### src/rtl/regfile_port_ctrl.sv
// Register-file port controller: arbitrates rs1/rs2/rd/wdata/we between the
// core datapath and a debug/loader requester, and runs a zero-clear sweep of
// x1..x(NREGS-1) after reset or on request.
module regfile_port_ctrl #(
  parameter int XLEN     = 32,
  parameter int NREGS    = 32,
  parameter bit SWEEP_EN = 1'b1,
  localparam int AW      = $clog2(NREGS)
) (
  input  logic            CLK,
  input  logic            reset,
  input  logic [AW-1:0]   core_rs1,
  input  logic [AW-1:0]   core_rs2,
  input  logic [AW-1:0]   core_rd,
  input  logic [XLEN-1:0] core_wdata,
  input  logic            core_we,
  output logic            core_stall,
  input  logic            dbg_req,
  input  logic            dbg_we,
  input  logic [AW-1:0]   dbg_addr,
  input  logic [XLEN-1:0] dbg_wdata,
  output logic            dbg_ack,
  output logic [XLEN-1:0] dbg_rdata,
  input  logic            clear_req,
  output logic            clear_busy,
  output logic [AW-1:0]   rf_rs1,
  output logic [AW-1:0]   rf_rs2,
  output logic [AW-1:0]   rf_rd,
  output logic [XLEN-1:0] rf_wdata,
  output logic            rf_we,
  input  logic [XLEN-1:0] rf_rdata1
);

  typedef enum logic [1:0] {
    ST_CLEAR    = 2'd0,
    ST_RUN      = 2'd1,
    ST_DBG_ACC  = 2'd2,
    ST_DBG_WAIT = 2'd3
  } state_e;

  localparam state_e        RESET_STATE = SWEEP_EN ? ST_CLEAR : ST_RUN;
  localparam logic [AW-1:0] ADDR_ZERO   = {AW{1'b0}};
  localparam logic [AW-1:0] IDX_FIRST   = AW'(1);
  localparam logic [AW-1:0] IDX_LAST    = AW'(NREGS - 1);

  state_e          state_q, state_d;
  logic [AW-1:0]   sweep_idx_q, sweep_idx_d;
  logic            dbg_ack_q, dbg_ack_d;
  logic [XLEN-1:0] dbg_rdata_q, dbg_rdata_d;

  // State, sweep index and debug response registers with synchronous reset.
  always_ff @(posedge CLK) begin
    if (reset) begin
      state_q     <= RESET_STATE;
      sweep_idx_q <= IDX_FIRST;
      dbg_ack_q   <= 1'b0;
      dbg_rdata_q <= {XLEN{1'b0}};
    end else begin
      state_q     <= state_d;
      sweep_idx_q <= sweep_idx_d;
      dbg_ack_q   <= dbg_ack_d;
      dbg_rdata_q <= dbg_rdata_d;
    end
  end

  // Next-state logic: sweep progress, debug handshake, ack pulse and read capture.
  always_comb begin
    state_d     = state_q;
    sweep_idx_d = sweep_idx_q;
    dbg_ack_d   = 1'b0;
    dbg_rdata_d = dbg_rdata_q;
    case (state_q)
      ST_CLEAR: begin
        // Debug requests are held off until the sweep finishes.
        if (sweep_idx_q == IDX_LAST) begin
          state_d     = ST_RUN;
          sweep_idx_d = IDX_FIRST;
        end else begin
          sweep_idx_d = sweep_idx_q + IDX_FIRST;
        end
      end
      ST_RUN: begin
        // Debug has priority; a simultaneous clear request is dropped.
        if (dbg_req) begin
          state_d = ST_DBG_ACC;
        end else if (clear_req) begin
          state_d     = ST_CLEAR;
          sweep_idx_d = IDX_FIRST;
        end else begin
          state_d = ST_RUN;
        end
      end
      ST_DBG_ACC: begin
        state_d   = ST_DBG_WAIT;
        dbg_ack_d = 1'b1;
        if (!dbg_we) begin
          dbg_rdata_d = rf_rdata1;
        end else begin
          dbg_rdata_d = dbg_rdata_q;
        end
      end
      ST_DBG_WAIT: begin
        // Four-phase handshake: request must drop before the next access.
        if (!dbg_req) begin
          state_d = ST_RUN;
        end else begin
          state_d = ST_DBG_WAIT;
        end
      end
      default: begin
        state_d     = RESET_STATE;
        sweep_idx_d = IDX_FIRST;
      end
    endcase
  end

  // Port mux: select who drives the register file and derive stall/busy from state.
  always_comb begin
    rf_rs1     = ADDR_ZERO;
    rf_rs2     = ADDR_ZERO;
    rf_rd      = ADDR_ZERO;
    rf_wdata   = {XLEN{1'b0}};
    rf_we      = 1'b0;
    core_stall = 1'b1;
    clear_busy = 1'b0;
    case (state_q)
      ST_CLEAR: begin
        rf_rd      = sweep_idx_q;
        rf_we      = 1'b1;
        clear_busy = 1'b1;
      end
      ST_RUN: begin
        rf_rs1     = core_rs1;
        rf_rs2     = core_rs2;
        rf_rd      = core_rd;
        rf_wdata   = core_wdata;
        rf_we      = core_we;
        core_stall = 1'b0;
      end
      ST_DBG_ACC: begin
        // x0 is architecturally constant: a debug write to it is acked but dropped.
        rf_rs1   = dbg_addr;
        rf_rd    = dbg_addr;
        rf_wdata = dbg_wdata;
        rf_we    = dbg_we && (dbg_addr != ADDR_ZERO);
      end
      ST_DBG_WAIT: begin
        rf_we = 1'b0;
      end
      default: begin
        rf_we = 1'b0;
      end
    endcase
  end

  assign dbg_ack   = dbg_ack_q;
  assign dbg_rdata = dbg_rdata_q;

endmodule

### config.mk
export PLATFORM = sky130hd
export DESIGN_NAME = regfile_port_ctrl
export DESIGN_NICKNAME = d
export VERILOG_FILES = /design/src/rtl/regfile_port_ctrl.sv
export SDC_FILE = /design/constraint.sdc
export NUM_CORES = 1
export LEC_CHECK = 0
export ABC_AREA = 1
export ABC_CLOCK_PERIOD_IN_PS = 1750
export CAP_MARGIN = 20
export CORE_MARGIN = 3
export CORE_UTILIZATION = 31
export CTS_CLUSTER_DIAMETER = 40
export DETAILED_ROUTE_END_ITERATION = 6
export PLACE_DENSITY_LB_ADDON = 0.3
export SYNTH_ARGS = -nofsm -noshare
export SYNTH_HDL_FRONTEND = slang
export SYNTH_SLANG_ARGS = --single-unit
### constraint.sdc
create_clock -name CLK -period 1.75 [get_ports CLK]
set_clock_uncertainty 0.05 [all_clocks]
set_input_delay 0.35 -clock CLK [delete_from_list [all_inputs] [get_ports CLK]]
set_output_delay 0.35 -clock CLK [all_outputs]
set_load 0.01 [all_outputs]
Word-level counts from Yosys, hierarchy flattened:

Index checks and enable logic that the tools add are counted.

* bits in latches: 0
* memory bits (writable): 0
* memories kept: 0
* logic and storage cells: 36
* input port bits: 122
* output and inout port bits: 83
* memory bits (read-only): 0
* register bits: 40

* $mul: 0
* add/sub/neg operators: 1
* reduce and logical (&&, ||, !) cells: 6
* shift operators: 0
* magnitude comparators: 0
* divide/modulo/power cells: 0
* bitwise gates (word level): 1
* eq/ne operators: 7
* mux-type cells: 17

Operator list (number)
* $pmux W32 S2: 1
* $mux W5: 4
* $pmux W5 S2: 2
* $pmux W5 S3: 1
* $pmux W2 S4: 1
* $mux W2: 3
* $ne A2 B2 Y1 const B: 3
* $add A5 B1 Y5 const B: 1
* $eq A5 B5 Y1 const B: 1
* $reduce_bool A5 Y1: 1
* $eq A2 B2 Y1 const B: 2
* $mux W1: 4
* $pmux W1 S4: 1
* $reduce_and A3 Y1: 1
* $eq A2 B1 Y1 const B: 1
* $logic_not A2 Y1: 1
* $reduce_and A2 Y1: 1
* $reduce_bool A2 Y1: 1
* $logic_and A1 B1 Y1: 1
* $not A1 Y1: 1

Longest topological paths before layout:

* depth after elaboration: 3
* depth in mapped cells: 9
* mapped depth without buffers: 9

Worst setup path after synthesis:

OpenSTA, ideal clock, no wires.

* path type: register -> output
* from: register with a tool-made name
* to: output port rf_rs1[1]
* path buffers: 3
* arrival: 1258 ps
* path slack: 92 ps
* data required time: 1350 ps
* stages on the path, launching flop included: 8
* cells stage by stage: dfxtp_1 inv_1 ha_1 buf_2 buf_4 buf_4 nand2_1 a21oi_1

RTL lines
* end: declaration: line 26 `output logic [AW-1:0] rf_rs1,`

==> results.md <==
- Max Fanout on Critical Path: 7
- Most used routing layer: met2
- Nets@finish: 732
- EDFF count, synth: 0
- Setup WS pre-CTS: -395 ps
- Max-cap check violation count: 0
- Routed len/inst: 19.3 um
- Required @ worst endpoint: 1350 ps
- Worst R2R End: dbg_rdata[24]
- Die area: 8320 um^2
- Clk sinks: 40
- Post-synth top area share: 35.6%
- Synth Register Bits: 40
- Worst min path class: reg2reg
- Hold depth: 2
- P_leak: 2.47 nW
- Number of cell rows: 30
- Total core area: 6910 um^2
- Initial antenna violation count: 0
- Highest clock rate: 0.495 GHz
- Fin. max-slew vios: 0
- First-pass GRT wire length: 17,400 um
- P per Cell Area: 863 nW/um^2
- Fillers: 455
- Failing checks: setup timing
- Setup TNS: -11,580 ps
- Vias in the first global route: 3,404
- Ant diodes: 0
- Most common library cells after synthesis: nand2_1, nor2_1, a21oi_1
- IO Count: 205
- Hold Vio Cnt, Final: 0
- Count leader, synth: nand2_1
- Drt via density: 5.08
- Routed wire length: 13,500 um
- Syn_area_per_cell: 6.12 um^2
- Seq/Total Area, Yosys: 35.6%
- Outcome: finished with violations
- Total number of yosys warnings: 0
- Post-Syn Area: 2250 um^2
- Max_slew headroom: 81.5%
- Clk slew on worst S/H paths: 80 ps
- Final Cycle Share: 116%
- Crit path time final: 2020 ps
- Share of cells above drive strength 1: 40.8%
- Area grow syn2layout: 146%
- Area leader, netlist: dfxtp_1
- Post-route setup slack: -272 ps
- Met1 Use GR: 27.1%
- Root Driver: clkbuf_8
- Top_reg_cell synth: dfxtp_1
- Routability cong.: 0.794
- Post-Syn Nets: 497
- Final setup fails: 80
- Antenna-violating nets left: 0
- CTS tree: built
- WHS Endpoint: dbg_rdata[19]
- Met3 Track Usage GR: 9.36%
- Post-synth ARST share: 0%
- Layout Cell Area excl Fill: 5540 um^2
- HP Start: dbg_rdata[19]
- Reg2Reg Setup Slack: -130 ps
- Longest Clk Path Bufs: 2
- GRT met2 Usage: 46.5%
- Clk_lat worst skew: 280 ps
- GRT Util Overall: 25.8%
- Critical path capture point type: output pin
- Final HPWL DP: 7760 um
- CTS Buf Count: 5
- Vias after detailed routing: 3,549
- Die X: 91.2 um
- Placed cell area: 4540 um^2
- Critical path startpoint category: flip-flop
- Final Core Density: 80.2%
- Die Height: 91.2 um
- DRT iter0 DRCs: 185
- Worst slew pin tran: 277 ps
- DRC Markers: 0
- DRT Pass-1 Iters: 4
- Unique masters post-synth: 19
- RSZ-0062 raised after global routing: yes
- Area contributors post-synth: dfxtp_1, nand2_1, nor2_1
- Starting Density: 32.6%
- IO buf count: 204
- Peak VDD IR: 0.000598 V
- Worst Path Class, Setup: reg2out
- H-tree depth: 2
- Critical path arrival: 1620 ps
- Largest net degree at the start of global routing: 23
- R2R depth: 12
- Total congestion overflow: 0
- Post-Syn Instances: 368
==> registers in the layout, indices dropped and copies added (netlist names), named ones only <==
name	cells
dbg_rdata	32
dbg_ack	1
sweep_idx_q	5
state_q	1
==> routing by layer <==
metal / wire length [um] / vias up
li1: - / 1639
met1: 4860 / 1684
met5: 0 / -
met4: 575 / 0
met2: 6830 / 186
met3: 1260 / 40
==> logic make-up (layout without fill, tap and decap cells) <==
logic type	Yosys count	after routing	synth area share, %
buf+inv	45	280	8.78
flops	40	40	35.6
compound gates	81	81	18.2
fa+ha+maj	7	7	3.89
simple gates	195	195	33.6
==> area by class of cell <==
cell class	instances	area, um^2	area share [%]
flip-flops and latches	40	810	14.6
repair buffers	251	2600	46.9
well taps	96	120	2.17
multi-input cells	283	1840	33.1
clock buffers	5	68.8	1.24
clock inverters	2	12.5	0.226
inverters	22	95.1	1.72
==> worst max-delay path by stage <==
stage                 from            to  slack [ps]  cells after the start
3_3_place_gp   dbg_addr[3]         rf_we        -360                      6
3_5_place_dp     flip-flop   rf_wdata[9]        -390                      6
5_1_grt          flip-flop  rf_wdata[10]        -320                      7
4_1_cts          flip-flop      rf_rd[1]        -230                      9
2_1_floorplan    flip-flop     rf_rs1[1]          90                      7
6_report         flip-flop  rf_wdata[30]        -270                      7
==> report_power, final <==
part	total [mW]	switching, mW	internal (mW)
Sequential	1.08	0.0811	1.00
Clock	0.589	0.318	0.270
Combinational	3.11	1.55	1.56
==> worst max-delay path, cell delays in order, from the launching register on <==
cell	delay, ps
dfxtp_4	380
buf_6	100
ha_4	170
buf_12	160
buf_12	140
nand2_2	50
a21oi_1	160
buf_2	180
==> metrics by stage <==
step,hold WS [ps],cells,total power [mW]
6_report,450,699,4.78
5_1_grt,473,699,5.01
4_1_cts,454,689,4.03
3_5_place_dp,436,667,3.00
3_3_place_gp,429,667,2.97
2_1_floorplan,369,368,1.98
==> what timing repair did <==
action | CTS | global route
setup buffers | 9 | 5
hold endpoints to repair | 0 | 0
gates resized for setup | 319 | 118
pin swaps | 9 | 21
hold buffers | 0 | 0
gates cloned | 6 | 8
setup endpoints to repair | 52 | 84
==> layout by cell type, fill, tap and decap left out, types with 23 or more instances in the layout <==
cell type and instances:
buf_2 36, nor2_2 25, dfxtp_1 37, a21oi_2 30, nand2_1 55, nor2_1 48, o21ai_1 26, nand2_4 31
clkdlybuf4s50_1 154, nand2_2 23
Power figures use the tool's default switching activity.
